## config.mk

```make
export PLATFORM = sky130hd
export DESIGN_NAME = i2c_target
export DESIGN_NICKNAME = d
export VERILOG_FILES = /design/src/rtl/i2c_pkg.sv /design/src/rtl/i2c_line_cond.sv /design/src/rtl/i2c_target.sv
export SDC_FILE = /design/constraint.sdc
export NUM_CORES = 1
export LEC_CHECK = 0
export ABC_CLOCK_PERIOD_IN_PS = 2400
export CAP_MARGIN = 20
export CORE_MARGIN = 1
export CORE_UTILIZATION = 56
export CTS_CLUSTER_DIAMETER = 60
export DETAILED_ROUTE_END_ITERATION = 8
export GPL_TIMING_DRIVEN = 0
export PLACE_DENSITY = 0.79
export SLEW_MARGIN = 20
export SYNTH_ARGS = -nofsm -noshare
export SYNTH_HDL_FRONTEND = slang
export SYNTH_SLANG_ARGS = --single-unit
```

## constraint.sdc

```tcl
create_clock -name clk -period 2.4 [get_ports clk]
set_input_delay 0.48 -clock clk [delete_from_list [all_inputs] [get_ports clk]]
set_output_delay 0.48 -clock clk [all_outputs]
set_load 0.05 [all_outputs]
```

## src/rtl/i2c_pkg.sv

```systemverilog
// Shared types and constants for the I2C target slice.
// Optional macro I2C_TARGET_GLITCH_FILTER_EN is consumed by i2c_line_cond.
package i2c_pkg;

  typedef enum logic [2:0] {
    IDLE,
    ADDR,
    IGNORE,
    ACK_A,
    RX,
    ACK_RX,
    TX,
    MACK
  } i2c_state_e;

  localparam logic I2C_RW_READ  = 1'b1;
  localparam logic I2C_RW_WRITE = 1'b0;

  localparam logic ACK  = 1'b0;
  localparam logic NACK = 1'b1;

  function automatic logic maj3(input logic [2:0] v);
    return (v[0] & v[1]) | (v[0] & v[2]) | (v[1] & v[2]);
  endfunction

endpackage

```

## src/rtl/i2c_line_cond.sv

```systemverilog
// One bus line: synchronizer, optional majority filter, edge detect.
// Macro I2C_TARGET_GLITCH_FILTER_EN enables the 3-sample majority filter.
module i2c_line_cond #(
  parameter int SYNC_STAGES = 2
) (
  input  logic clk,
  input  logic rst,
  input  logic line_in,
  output logic line_s,
  output logic rise,
  output logic fall
);
  import i2c_pkg::*;

  logic [SYNC_STAGES-1:0] sync_q;
  logic                   line_q;

  // Idle bus level is high, so reset the chain to 1.
  always_ff @(posedge clk) begin
    if (rst) begin
      sync_q <= '1;
    end else begin
      sync_q <= {sync_q[SYNC_STAGES-2:0], line_in};
    end
  end

`ifdef I2C_TARGET_GLITCH_FILTER_EN
  logic [2:0] hist_q;

  always_ff @(posedge clk) begin
    if (rst) begin
      hist_q <= '1;
    end else begin
      hist_q <= {hist_q[1:0], sync_q[SYNC_STAGES-1]};
    end
  end

  assign line_s = maj3(hist_q);
`else
  assign line_s = sync_q[SYNC_STAGES-1];
`endif

  always_ff @(posedge clk) begin
    if (rst) begin
      line_q <= 1'b1;
    end else begin
      line_q <= line_s;
    end
  end

  assign rise = line_s & ~line_q;
  assign fall = ~line_s & line_q;

endmodule

```

## src/rtl/i2c_target.sv

```systemverilog
// 7-bit I2C target with register pointer and simple register port.
// Macro I2C_TARGET_GLITCH_FILTER_EN adds a majority filter on SCL/SDA.
module i2c_target
  import i2c_pkg::*;
#(
  parameter logic [6:0] DEV_ADDR    = 7'h50,
  parameter int         SYNC_STAGES = 2
) (
  input  logic       clk,
  input  logic       rst,
  input  logic       scl_in,
  input  logic       sda_in,
  output logic       sda_oe,
  output logic [7:0] reg_addr,
  output logic [7:0] reg_wdata,
  output logic       reg_we,
  output logic       reg_re,
  input  logic [7:0] reg_rdata,
  output logic       busy
);

  i2c_state_e state_q, state_n;
  logic [3:0] cnt_q, cnt_n;
  logic [7:0] rx_q, rx_n;
  logic [7:0] tx_q, tx_n;
  logic       first_q, first_n;
  logic       rw_q, rw_n;
  logic       oe_n, busy_n, we_n, re_n;
  logic [7:0] addr_n, wdata_n;

  logic scl_s, scl_rise, scl_fall;
  logic sda_s, sda_rise, sda_fall;
  logic start, stop;
  logic [7:0] rx_byte;

  i2c_line_cond #(
    .SYNC_STAGES(SYNC_STAGES)
  ) u_scl (
    .clk    (clk),
    .rst    (rst),
    .line_in(scl_in),
    .line_s (scl_s),
    .rise   (scl_rise),
    .fall   (scl_fall)
  );

  i2c_line_cond #(
    .SYNC_STAGES(SYNC_STAGES)
  ) u_sda (
    .clk    (clk),
    .rst    (rst),
    .line_in(sda_in),
    .line_s (sda_s),
    .rise   (sda_rise),
    .fall   (sda_fall)
  );

  assign start   = sda_fall & scl_s;
  assign stop    = sda_rise & scl_s;
  assign rx_byte = {rx_q[6:0], sda_s};

  always_comb begin
    state_n = state_q;
    cnt_n   = cnt_q;
    rx_n    = rx_q;
    tx_n    = tx_q;
    first_n = first_q;
    rw_n    = rw_q;
    oe_n    = sda_oe;
    busy_n  = busy;
    we_n    = 1'b0;
    re_n    = 1'b0;
    addr_n  = reg_addr;
    wdata_n = reg_wdata;

    // Post-write increment and read-data capture trail their strobes by one clk.
    if (reg_we) addr_n = reg_addr + 8'd1;
    if (reg_re) tx_n = reg_rdata;

    unique case (1'b1)
      start: begin
        oe_n    = 1'b0;
        cnt_n   = '0;
        state_n = ADDR;
      end
      stop: begin
        oe_n    = 1'b0;
        busy_n  = 1'b0;
        state_n = IDLE;
      end
      default: begin
        unique case (state_q)
          IDLE, IGNORE: begin
            oe_n = 1'b0;
          end
          ADDR: begin
            if (scl_rise && cnt_q != 4'd8) begin
              rx_n  = rx_byte;
              cnt_n = cnt_q + 4'd1;
              if (cnt_q == 4'd7 && rx_byte[7:1] == DEV_ADDR) busy_n = 1'b1;
            end else if (scl_fall && cnt_q == 4'd8) begin
              cnt_n = '0;
              rw_n  = rx_q[0];
              if (rx_q[7:1] == DEV_ADDR) begin
                oe_n    = 1'b1;
                state_n = ACK_A;
              end else begin
                busy_n  = 1'b0;
                state_n = IGNORE;
              end
            end
          end
          ACK_A: begin
            // Read: fetch on the ACK rise; TX drives bit 7 on the closing fall.
            if (scl_rise && rw_q == I2C_RW_READ) begin
              re_n    = 1'b1;
              cnt_n   = '0;
              state_n = TX;
            end else if (scl_fall) begin
              oe_n    = 1'b0;
              first_n = 1'b1;
              cnt_n   = '0;
              state_n = RX;
            end
          end
          RX: begin
            if (scl_rise && cnt_q != 4'd8) begin
              rx_n  = rx_byte;
              cnt_n = cnt_q + 4'd1;
            end else if (scl_fall && cnt_q == 4'd8) begin
              oe_n    = 1'b1;
              state_n = ACK_RX;
              if (first_q) begin
                addr_n  = rx_q;
                first_n = 1'b0;
              end else begin
                wdata_n = rx_q;
                we_n    = 1'b1;
              end
            end
          end
          ACK_RX: begin
            if (scl_fall) begin
              oe_n    = 1'b0;
              cnt_n   = '0;
              state_n = RX;
            end
          end
          TX: begin
            if (scl_fall) begin
              if (cnt_q == 4'd8) begin
                oe_n    = 1'b0;
                state_n = MACK;
              end else begin
                oe_n  = ~tx_q[7];
                tx_n  = {tx_q[6:0], 1'b0};
                cnt_n = cnt_q + 4'd1;
              end
            end
          end
          MACK: begin
            if (scl_rise) begin
              if (sda_s == ACK) begin
                addr_n  = reg_addr + 8'd1;
                re_n    = 1'b1;
                cnt_n   = '0;
                state_n = TX;
              end else begin
                busy_n  = 1'b0;
                state_n = IGNORE;
              end
            end
          end
          default: state_n = IDLE;
        endcase
      end
    endcase
  end

  always_ff @(posedge clk) begin
    if (rst) begin
      state_q   <= IDLE;
      cnt_q     <= '0;
      rx_q      <= '0;
      tx_q      <= '0;
      first_q   <= 1'b0;
      rw_q      <= I2C_RW_WRITE;
      sda_oe    <= 1'b0;
      busy      <= 1'b0;
      reg_we    <= 1'b0;
      reg_re    <= 1'b0;
      reg_addr  <= '0;
      reg_wdata <= '0;
    end else begin
      state_q   <= state_n;
      cnt_q     <= cnt_n;
      rx_q      <= rx_n;
      tx_q      <= tx_n;
      first_q   <= first_n;
      rw_q      <= rw_n;
      sda_oe    <= oe_n;
      busy      <= busy_n;
      reg_we    <= we_n;
      reg_re    <= re_n;
      reg_addr  <= addr_n;
      reg_wdata <= wdata_n;
    end
  end

endmodule
```

==> After elaboration in Yosys (flattened, before gate mapping) <==
Index checks and enable logic that the tools add are counted.
{ "totals": {"reg_bits": 51, "in_bits": 12, "output_inout_bits": 20, "elab_cells": 162} }
{ "op_classes": {"n_addsub": 2, "eq_ne": 38, "n_mux": 65, "n_bitwise": 18, "reduce_logical": 23} }
{ "op_table": {"columns": ["operator", "count"], "rows": [
  ["$mux 8", 12],
  ["$ne 4x4->1 const B", 12],
  ["$mux 4", 9],
  ["$mux 3", 10],
  ["$mux 1", 24],
  ["$pmux 4 s6", 1],
  ["$reduce_and 8->1", 3],
  ["$ne 3x3->1 const B", 6],
  ["$pmux 3 s6", 1],
  ["$ne 2x2->1 const B", 8],
  ["$pmux 8 s2", 1],
  ["$eq 7x7->1 const B", 2],
  ["$eq 3x3->1 const B", 4],
  ["$not 1->1", 12],
  ["$add 8x1->8 const B", 1],
  ["$pmux 1 s2", 4],
  ["$pmux 4 s2", 1],
  ["$reduce_bool 8->1", 1],
  ["$reduce_and 7->1", 1],
  ["$reduce_bool 7->1", 1],
  ["$and 1x1->1", 6],
  ["$eq 3x2->1 const B", 2],
  ["$pmux 1 s6", 1],
  ["$pmux 3 s2", 1],
  ["17 further kinds", 22]
]} }

==> Depth between registers and ports, before layout <==
Gate-level depths: netlist (run 1).
{ "depth": {"word_depth": 7, "ltp_mapped": 8, "depth_no_buf": 7} }

==> By module <==
From an unflattened synthesis (run 1), not the netlist that was laid out.
{ "unflattened": {"cells_unflattened": 328, "area_unflattened_um2": 2856.5} }
{ "by_module_without_submodules": {"columns": ["mod", "n_inst", "cells_per_inst", "area_per_inst_um2", "seq_area_each_um2"], "rows": [
  ["i2c_target", 1, 312, 2671.3, 900.9],
  ["i2c_line_cond", 2, 8, 92.6, 60.1]
]} }

==> Least setup slack after synthesis (run 1) <==
OpenSTA, ideal clock, no wires.
{ "synth_path": {"path_kind": "reg2reg", "startpoint": "register reg_addr[0]", "endpoint": "register reg_addr[6]", "setup_time_ns": 0.124, "arrival_time_ns": 1.721, "required_ns": 2.276, "path_slack_ns": 0.555, "path_stages_with_launch": 7, "path_buffers": 0, "synth_period_minus_slack_ns": 1.845, "path_cell_list": "dfxtp_1 -> ha_1 -> nand4_1 -> nor2_1 -> xor2_1 -> a222oi_1 -> o21ai_1"} }
{ "synth_between": {"elab_chain_cells": 7, "elab_cells_between_ends": 9, "cone_classes": "1 x add/sub; 8 x mux"} }
{ "synth_rtl": {"columns": ["element", "line", "text"], "rows": [
  ["from (decl)", "i2c_target.sv:14", "output logic [7:0] reg_addr,"],
  ["from (signal assigned)", "i2c_target.sv:205", "reg_addr <= addr_n;"],
  ["$add 8x1->8 (*)", "i2c_target.sv:77, i2c_target.sv:164", null],
  ["$mux 8", "i2c_target.sv:77", "if (reg_we) addr_n = reg_addr + 8'd1;"],
  ["$mux 8", "i2c_target.sv:133", "if (first_q) begin"],
  ["$mux 8", "i2c_target.sv:130", "end else if (scl_fall && cnt_q == 4'd8) begin"],
  ["$mux 8", "i2c_target.sv:127", "if (scl_rise && cnt_q != 4'd8) begin"],
  ["$pmux 8 s2", "i2c_target.sv:92", "unique case (state_q)"],
  ["$mux 8 (*)", "i2c_target.sv:80", "unique case (1'b1)"]
]} }
Mark *: on every way between the ends. The rest lies on a longest branch, timed or not.
A chain may end at the register's enable or synchronous reset.

==> Worst setup path in the final report (run 1) <==
{ "layout_path": {"startpoint": "register reg_addr[2]", "endpoint": "output reg_addr[2]"} }
No word-level cell between the ends.

==> results of run 1 <==
[worst max path at each step]
stage,endpoint,cells after the start,slack (ns),start
after global routing,reg_addr[2],1,0.20,reg_addr[2]$_SDFF_PP0_
after detailed placement,cnt_q[2]$_SDFFE_PP0P_,7,0.42,cnt_q[0]$_SDFFE_PP0P_
after floorplan,reg_addr[6]$_SDFF_PP0_,6,0.56,reg_addr[0]$_SDFF_PP0_
final,reg_addr[2],1,0.27,reg_addr[2]$_SDFF_PP0_
after global placement,cnt_q[2]$_SDFFE_PP0P_,7,0.45,cnt_q[0]$_SDFFE_PP0P_
after CTS,reg_addr[2],1,0.26,reg_addr[2]$_SDFF_PP0_
[cells by family after synthesis]
group	synth area share, %
xor gates and xnor gates	3.912
DFF	35.08
and+or+nand+nor	25.24
buffers and inverters	5.417
AOI/OAI and AO/OA	19.65
adders and majority gates	1.290
muxes	9.415
[cell usage in the layout, fill, tap and decap left out, types with 3 or more instances in the layout]
cell type	count
sky130_fd_sc_hd__a211oi_1	9
sky130_fd_sc_hd__o22ai_1	6
sky130_fd_sc_hd__nor2b_1	3
sky130_fd_sc_hd__clkbuf_1	7
sky130_fd_sc_hd__nand2_1	30
sky130_fd_sc_hd__nand2b_1	3
sky130_fd_sc_hd__nand4_1	3
sky130_fd_sc_hd__clkbuf_8	6
sky130_fd_sc_hd__o221ai_1	3
sky130_fd_sc_hd__nor3_1	3
sky130_fd_sc_hd__nand3_1	15
sky130_fd_sc_hd__buf_6	4
sky130_fd_sc_hd__o21ai_1	6
sky130_fd_sc_hd__buf_2	6
sky130_fd_sc_hd__a21oi_1	16
sky130_fd_sc_hd__clkdlybuf4s50_1	30
sky130_fd_sc_hd__a31oi_1	5
sky130_fd_sc_hd__o21ai_0	8
sky130_fd_sc_hd__nor2_1	34
sky130_fd_sc_hd__ha_1	3
sky130_fd_sc_hd__xor2_1	12
sky130_fd_sc_hd__and3_1	6
sky130_fd_sc_hd__or2_2	5
sky130_fd_sc_hd__mux2i_1	24
sky130_fd_sc_hd__nor3b_1	3
sky130_fd_sc_hd__mux2_2	3
sky130_fd_sc_hd__dfxtp_1	51
sky130_fd_sc_hd__inv_1	11
[through the flow]
step,setup slack [ns],utilization (%),total power [W]
2_1_floorplan,0.5554,-,0.0009492
3_3_place_gp,0.4467,67.95,0.0009914
6_report,0.2712,69.94,0.001515
4_1_cts,0.2609,69.94,0.001516
5_1_grt,0.2021,69.94,0.001557
3_5_place_dp,0.4236,67.95,0.0009918
[cells in the mapped netlist (4+ instances only)]
| cell type | instances | share of area [%] |
|---|---|---|
| sky130_fd_sc_hd__a211oi_1 | 9 | 2.3 |
| sky130_fd_sc_hd__a21oi_1 | 16 | 2.8 |
| sky130_fd_sc_hd__a31oi_1 | 5 | 1.1 |
| sky130_fd_sc_hd__and3_1 | 6 | 1.3 |
| sky130_fd_sc_hd__buf_2 | 6 | 1.0 |
| sky130_fd_sc_hd__buf_6 | 4 | 1.5 |
| sky130_fd_sc_hd__clkbuf_1 | 7 | 0.90 |
| sky130_fd_sc_hd__dfxtp_1 | 51 | 35 |
| sky130_fd_sc_hd__inv_1 | 11 | 1.4 |
| sky130_fd_sc_hd__mux2i_1 | 24 | 8.3 |
| sky130_fd_sc_hd__nand2_1 | 30 | 3.9 |
| sky130_fd_sc_hd__nand3_1 | 15 | 2.6 |
| sky130_fd_sc_hd__nor2_1 | 34 | 4.4 |
| sky130_fd_sc_hd__o21ai_0 | 8 | 1.4 |
| sky130_fd_sc_hd__o21ai_1 | 6 | 1.0 |
| sky130_fd_sc_hd__o22ai_1 | 6 | 1.3 |
| sky130_fd_sc_hd__or2_2 | 5 | 1.1 |
| sky130_fd_sc_hd__xor2_1 | 12 | 3.6 |
[metal layers]
layer  track usage, %  vias to the layer above  wire [um]  part of all wire, %
met2            44.95                      130       3314                   43
li1                 -                     1293          -                    -
met4            9.829                        0        208                  2.7
met5                0                        -          0                    0
met3            5.827                       21        611                  8.0
met1            42.98                     1274       3499                   46
[power by group through the flow]
stage          logic [W]  registers, W  clock network (W)
2_1_floorplan  0.0000694      0.000880                  0
3_3_place_gp    0.000115      0.000876                  0
3_5_place_dp    0.000115      0.000876                  0
4_1_cts         0.000116      0.000857           0.000544
5_1_grt         0.000127      0.000858           0.000572
6_report        0.000117      0.000857           0.000540
[final cells by class]
type,count,area (sq um)
clock buffer,6,82.58
timing repair buffer,30,300.3
sequential,51,1021
fill,399,1458
tap,67,83.83
inverter,11,41.29
clock inverter,2,13.76
multi-input combinational,253,1732
buffer,20,116.4
[flip-flops by register name, indices dropped and copies added, names as in the netlist]
signal        flops
reg_we            1
reg_wdata         8
u_scl.sync_q      2
first_q           1
u_sda.line_q      1
busy              1
sda_oe            1
cnt_q             4
u_sda.sync_q      2
rw_q              1
reg_addr          8
u_scl.line_q      1
rx_q              8
reg_re            1
tx_q              8
state_q           3
==> impl_summary.txt, run 1 <==
----------------------------------------------------
[STA]
  Transition time at the pin with the least slew margin ... between 0.6 and 0.7 ns
  Finish-stage setup viols ... 0
  RSZ-0062 raised after global routing ... false
  Clock skew after layout ... 0.005975 ns
  Number of failing hold endpoints at the final stage ... 0
  Post-Route Hold Slack ... between 0.4 and 0.5 ns
  Total count of max-transition violations in the final report ... 0
  Period Utilization, post-route ... just under 90%
  Fin Setup TNS ... 0 ns
  Fmax ... between 400 and 500 MHz
  Final critical path time including I/O delays and setup ... approximately 2.1 ns
  Max_slew headroom ... a little under three fifths

[Floorplan]
  Area of the placeable core ... 4848 sq um
  Std-Cell Rows ... 25
  Starting utilization of the core area ... about three fifths
  Boundary Pins ... 32
  Die Wd ... 74.09 um
  Die area ... 5489 sq um
  Vertical die dimension ... around 74 um

[Yosys]
  Number of enable flip-flop cells after synthesis ... 0
  Nets in the synthesized netlist ... 350
  Part of the Yosys area used for sequential elements ... 35.08%
  Yosys warns ... 0
  Number of synthesized register bits ... 51
  Post-synthesis average cell area ... a little under 9 sq um
  Cell area after technology mapping ... 2910 sq um
  Most used DFF post-synth ... sky130_fd_sc_hd__dfxtp_1
  Number of library cell types mapped by synthesis ... 69
  Number of cells produced by synthesis ... 335
  Share of flip-flops with an asynchronous set or reset ... 0%

[Clock network]
  Clock network latency to the later pin of the worst-skew pair ... around 0.3 ns
  CTS resizes ... 0
  Maximum number of buffers from clock root to sink ... 2
  TritonCTS clock tree ... built
  Post-CTS setup buffer count ... 0
  Library cell used as clock root buffer ... sky130_fd_sc_hd__clkbuf_8
  Count of clock tree sinks ... between 50 and 60
  TritonCTS Buffers ... 5
  CTS hold repair buffers ... 0
  Clock H-tree levels ... 2
  CTS clk-pin slew, worst paths ... 0.10 ns

[Worst setup path]
  Length in cells of the worst reg-to-reg path ... 7
  Worst r2r src ... cnt_q[0]$_SDFFE_PP0P_
  Element type at the critical path end ... output pin
  Arrival time reported for the critical path endpoint ... approximately 1.7 ns
  Category of the worst setup path launch point ... register
  Critical path data required time ... 1.92 ns
  Worst R2R Setup Slack ... 0.38 ns
  Worst path bufs/invs ... 1
  Startpoint-to-endpoint class of the critical path ... reg2out
  Critical-path cell with the highest stage delay ... sky130_fd_sc_hd__clkdlybuf4s50_1
  Largest fanout on the critical path ... 8
  Terminus of the critical flop-to-flop path ... cnt_q[2]$_SDFFE_PP0P_
  Family with the most delay on the worst path ... buffers and inverters
  Largest incremental delay on the critical path ... around 0.86 ns
  Worst path cell trace ... clkdlybuf4s50_1

[Drt]
  Remaining antenna violation count after routing ... 0
  WL final ... ~7.6 mm
  Average routed wire per standard cell ... 17.35 um
  Number of DRC markers in iteration 0 ... 389
  Total iterations of the first detailed-routing run ... 5
  Routed vias ... between 2000 and 3000
  Drc violations ... 0
  Post-DR vias/cell ... about 6

[Power and ir drop]
  VDD IR-drop max ... between 0.3 and 0.4 mV
  Ratio of total power to cell area ... 446.7 nW/um^2
  Relative contribution of the clock network to total power ... between 30% and 40%
  Sequential share of power ... between 50% and 60%
  Static leakage ... approximately 1.3 nW
  Share of total power in combinational logic ... just under 8%
  Total net switching power ... around 0.00038 W
  Cell-internal power ... between 0.001 and 0.0015 W
  Net Sw Frac ... roughly a quarter

[Placement]
  Cell count after placement ... 432
  Placed inst area ... 3294 sq um
  GPL Wtd Cong ... between 0.9 and 1
  DP Wirelength ... 5.625 mm
  Count of input and output buffers ... 30

[Global routing]
  First-pass GRT wire length ... about 13 mm
  Largest net degree at the start of global routing ... 17
  Number of global-route vias before repair ... around 2500
  GR Overflow Total ... 0
  Gr usage total ... between 20 and 30%
  Antenna violations before repair ... 0

[Worst hold path]
  Worst hold path class ... reg2reg
  Hold Path Depth ... 1
  Hold Crit Endpoint ... u_sda.sync_q[1]$_SDFF_PP1_
  Worst hold start ... u_sda.sync_q[0]$_SDFF_PP1_

[Cells and area]
  Proportion of layout cells with a drive suffix above 1 ... between 10% and 20%
  Final Instance Area ... between 3000 and 4000 sq um
  Layout Area Growth over Synthesis ... 16.51%
  Number of antenna diodes ... 0
  Total number of nets in the final design ... about 390
  Non-Filler Instances ... 440

[Flow run]
  Maximum capacitance violations ... 0

[Run status]
  Status ... finished clean

----------------------------------------------------
No activity file was read; power rests on OpenSTA's default activity.
==> run 2: changes to the inputs <==
--- a/config.mk
+++ b/config.mk
@@ -12,7 +12,9 @@
 export CTS_CLUSTER_DIAMETER = 60
 export DETAILED_ROUTE_END_ITERATION = 8
 export GPL_TIMING_DRIVEN = 0
+export HOLD_SLACK_MARGIN = 0.1
 export PLACE_DENSITY = 0.79
+export SETUP_SLACK_MARGIN = 0.4
 export SLEW_MARGIN = 20
 export SYNTH_ARGS = -nofsm -noshare
 export SYNTH_HDL_FRONTEND = slang
==> impl_summary.txt, run 2 (synthesis gave the netlist of run 1 again) <==
----------------------------------------------------
[Run status]
  Status ... finished clean

[Clock network]
  Library cell used as clock root buffer ... sky130_fd_sc_hd__clkbuf_8
  CTS clk-pin slew, worst paths ... around 0.10 ns
  TritonCTS clock tree ... built
  TritonCTS Buffers ... 5
  Maximum number of buffers from clock root to sink ... 2
  Clock H-tree levels ... 2
  Clock network latency to the later pin of the worst-skew pair ... approximately 0.30 ns
  Post-CTS setup buffer count ... 0
  CTS hold repair buffers ... 0
  Count of clock tree sinks ... 51

[Drt]
  Post-DR vias/cell ... 6.211
  Routed vias ... ~2700
  WL final ... between 7 and 8 mm
  Total iterations of the first detailed-routing run ... 5
  Number of DRC markers in iteration 0 ... 378
  Drc violations ... 0
  Remaining antenna violation count after routing ... 0
  Average routed wire per standard cell ... 17.70 um

[Worst hold path]
  Worst hold path class ... reg2reg

[Cells and area]
  Final Util ... 70.55%
  Filler Cells Inserted ... 392
  Area taken by flip-flops and latches ... around 1000 sq um
  Layout Area Growth over Synthesis ... 17.54%
  Most common library cell in the layout ignoring fill and taps ... sky130_fd_sc_hd__dfxtp_1
  Combined area of the multi-input logic cells ... about 1800 sq um
  Number of antenna diodes ... 0
  Proportion of layout cells with a drive suffix above 1 ... approximately 12%
  Commonest cells after routing, fill and taps aside ... sky130_fd_sc_hd__dfxtp_1 (50), sky130_fd_sc_hd__nor2_1 (34), sky130_fd_sc_hd__nand2_1 (30)
  Total number of nets in the final design ... slightly below 400
  Final Instance Area ... ~3400 sq um

[Floorplan]
  Area of the placeable core ... 4848 sq um
  Die area ... about 5500 sq um
  Vertical die dimension ... between 70 and 80 um
  Boundary Pins ... 32
  Std-Cell Rows ... 25
  Die Wd ... ~74 um
  Starting utilization of the core area ... 60.03%

[Power and ir drop]
  Share of total power in combinational logic ... under 10%
  Net Sw Frac ... 25.02%
  Ratio of total power to cell area ... approximately 440 nW/um^2
  Relative contribution of the clock network to total power ... around 36%
  Sequential share of power ... 56.5%
  Total net switching power ... 0.0003790 W
  Total power ... around 0.0015 W
  Static leakage ... about 1.3 nW
  VDD IR-drop max ... around 0.36 mV
  Cell-internal power ... roughly 0.0011 W

[Global routing]
  Gr usage total ... roughly 30%
  Number of global-route vias before repair ... between 2000 and 3000
  Largest net degree at the start of global routing ... 17
  Antenna violations before repair ... 0
  First-pass GRT wire length ... 12.63 mm
  GR Overflow Total ... 0

[Worst setup path]
  Element type at the critical path end ... output pin
  Arrival time reported for the critical path endpoint ... 1.46 ns
  Worst path bufs/invs ... 1
  Critical-path cell with the highest stage delay ... sky130_fd_sc_hd__clkdlybuf4s50_1
  Startpoint-to-endpoint class of the critical path ... reg2out
  Family with the most delay on the worst path ... buffers and inverters
  Critical path data required time ... approximately 1.9 ns
  Largest incremental delay on the critical path ... a little over 0.8 ns
  Category of the worst setup path launch point ... register
  Largest fanout on the critical path ... 2
  Worst path cell trace ... clkdlybuf4s50_1

[Flow run]
  Maximum capacitance violations ... 0

[STA]
  Fmax ... ~520 MHz
  Fin Setup TNS ... 0 ns
  Finish-stage setup viols ... 0
  Number of failing hold endpoints at the final stage ... 0
  Post-Route Hold Slack ... between 0.4 and 0.5 ns
  Final critical path time including I/O delays and setup ... 1.941 ns
  RSZ-0062 raised after global routing ... false
  Transition time at the pin with the least slew margin ... about 0.62 ns
  Clock skew after layout ... 0.007143 ns
  Period Utilization, post-route ... approximately 81%
  Total count of max-transition violations in the final report ... 0
  Max_slew headroom ... around three fifths

[Placement]
  GPL Wtd Cong ... 0.9483
  Count of input and output buffers ... 30
  DP Wirelength ... roughly 5.6 mm
  Placed inst area ... between 3000 and 4000 sq um

----------------------------------------------------
-- run 2: cell types whose count changed in the layout (fill, tap and decap cells not counted), sizes merged --
cell / delta
buf: -2
clkbuf: +2
clkdlybuf4s50: -8
dlygate4sd2: +8
-- run 2: final cells by class --
cell class	instances	share of cell area (%)
Buffer	20	3.511
Inverter	11	1.207
Timing Repair Buffer	30	8.486
Multi-Input combinational cell	253	51.65
Clock inverter	2	0.4023
Tap cell	67	2.451
Clock buffer	6	2.414
Sequential cell	51	29.88
-- run 2: per-stage QoR --
stage | worst slack [ns] | instances
after floorplan | 0.5554 | 335
after global placement | 0.4467 | 432
after detailed placement | 0.4236 | 432
after CTS | 0.4437 | 440
after global routing | 0.4001 | 440
final | 0.4592 | 440
-- run 2: worst paths after layout --
path	cells after the start	slack, ns	to	startpoint
worst max-delay path	1	0.46	busy	busy$_SDFFE_PP0P_
worst min-delay path	1	0.42	u_sda.sync_q[1]$_SDFF_PP1_	u_sda.sync_q[0]$_SDFF_PP1_
worst max register to register	8	0.49	busy$_SDFFE_PP0P_	cnt_q[1]$_SDFFE_PP0P_
worst min register to register	1	0.42	u_sda.sync_q[1]$_SDFF_PP1_	u_sda.sync_q[0]$_SDFF_PP1_
-- run 2: layer usage --
layer  vias up  global-route usage, %  wire, um
met1      1284                  42.81      3526
met5         -                      0         0
met3        23                  5.827       617
met4         0                  9.829       203
li1       1290                      -         -
met2       136                  45.35      3440
-- run 2: power by group through the flow --
stage | logic (W) | clock network, W | registers, W
after global placement | 0.000115 | 0 | 0.000876
after global routing | 0.000129 | 0.000572 | 0.000858
after detailed placement | 0.000115 | 0 | 0.000876
after floorplan | 0.0000694 | 0 | 0.000880
final | 0.000121 | 0.000538 | 0.000857
after CTS | 0.000116 | 0.000544 | 0.000857
-- run 2: worst reg2reg max path: stages (launching register included) --
cell                       delay, ns
sky130_fd_sc_hd__dfxtp_1        0.36
sky130_fd_sc_hd__inv_1          0.07
sky130_fd_sc_hd__ha_2           0.21
sky130_fd_sc_hd__and3b_1        0.16
sky130_fd_sc_hd__clkbuf_4       0.20
sky130_fd_sc_hd__nor2_2         0.08
sky130_fd_sc_hd__o32a_1         0.37
sky130_fd_sc_hd__and4_1         0.18
sky130_fd_sc_hd__a31o_1         0.18
-- run 2: repair_timing --
item / in CTS / in global routing
setup endpoints to repair: 9 / 22
pin swaps: 0 / 2
hold endpoints to repair: 0 / 0
gates resized for setup: 9 / 7
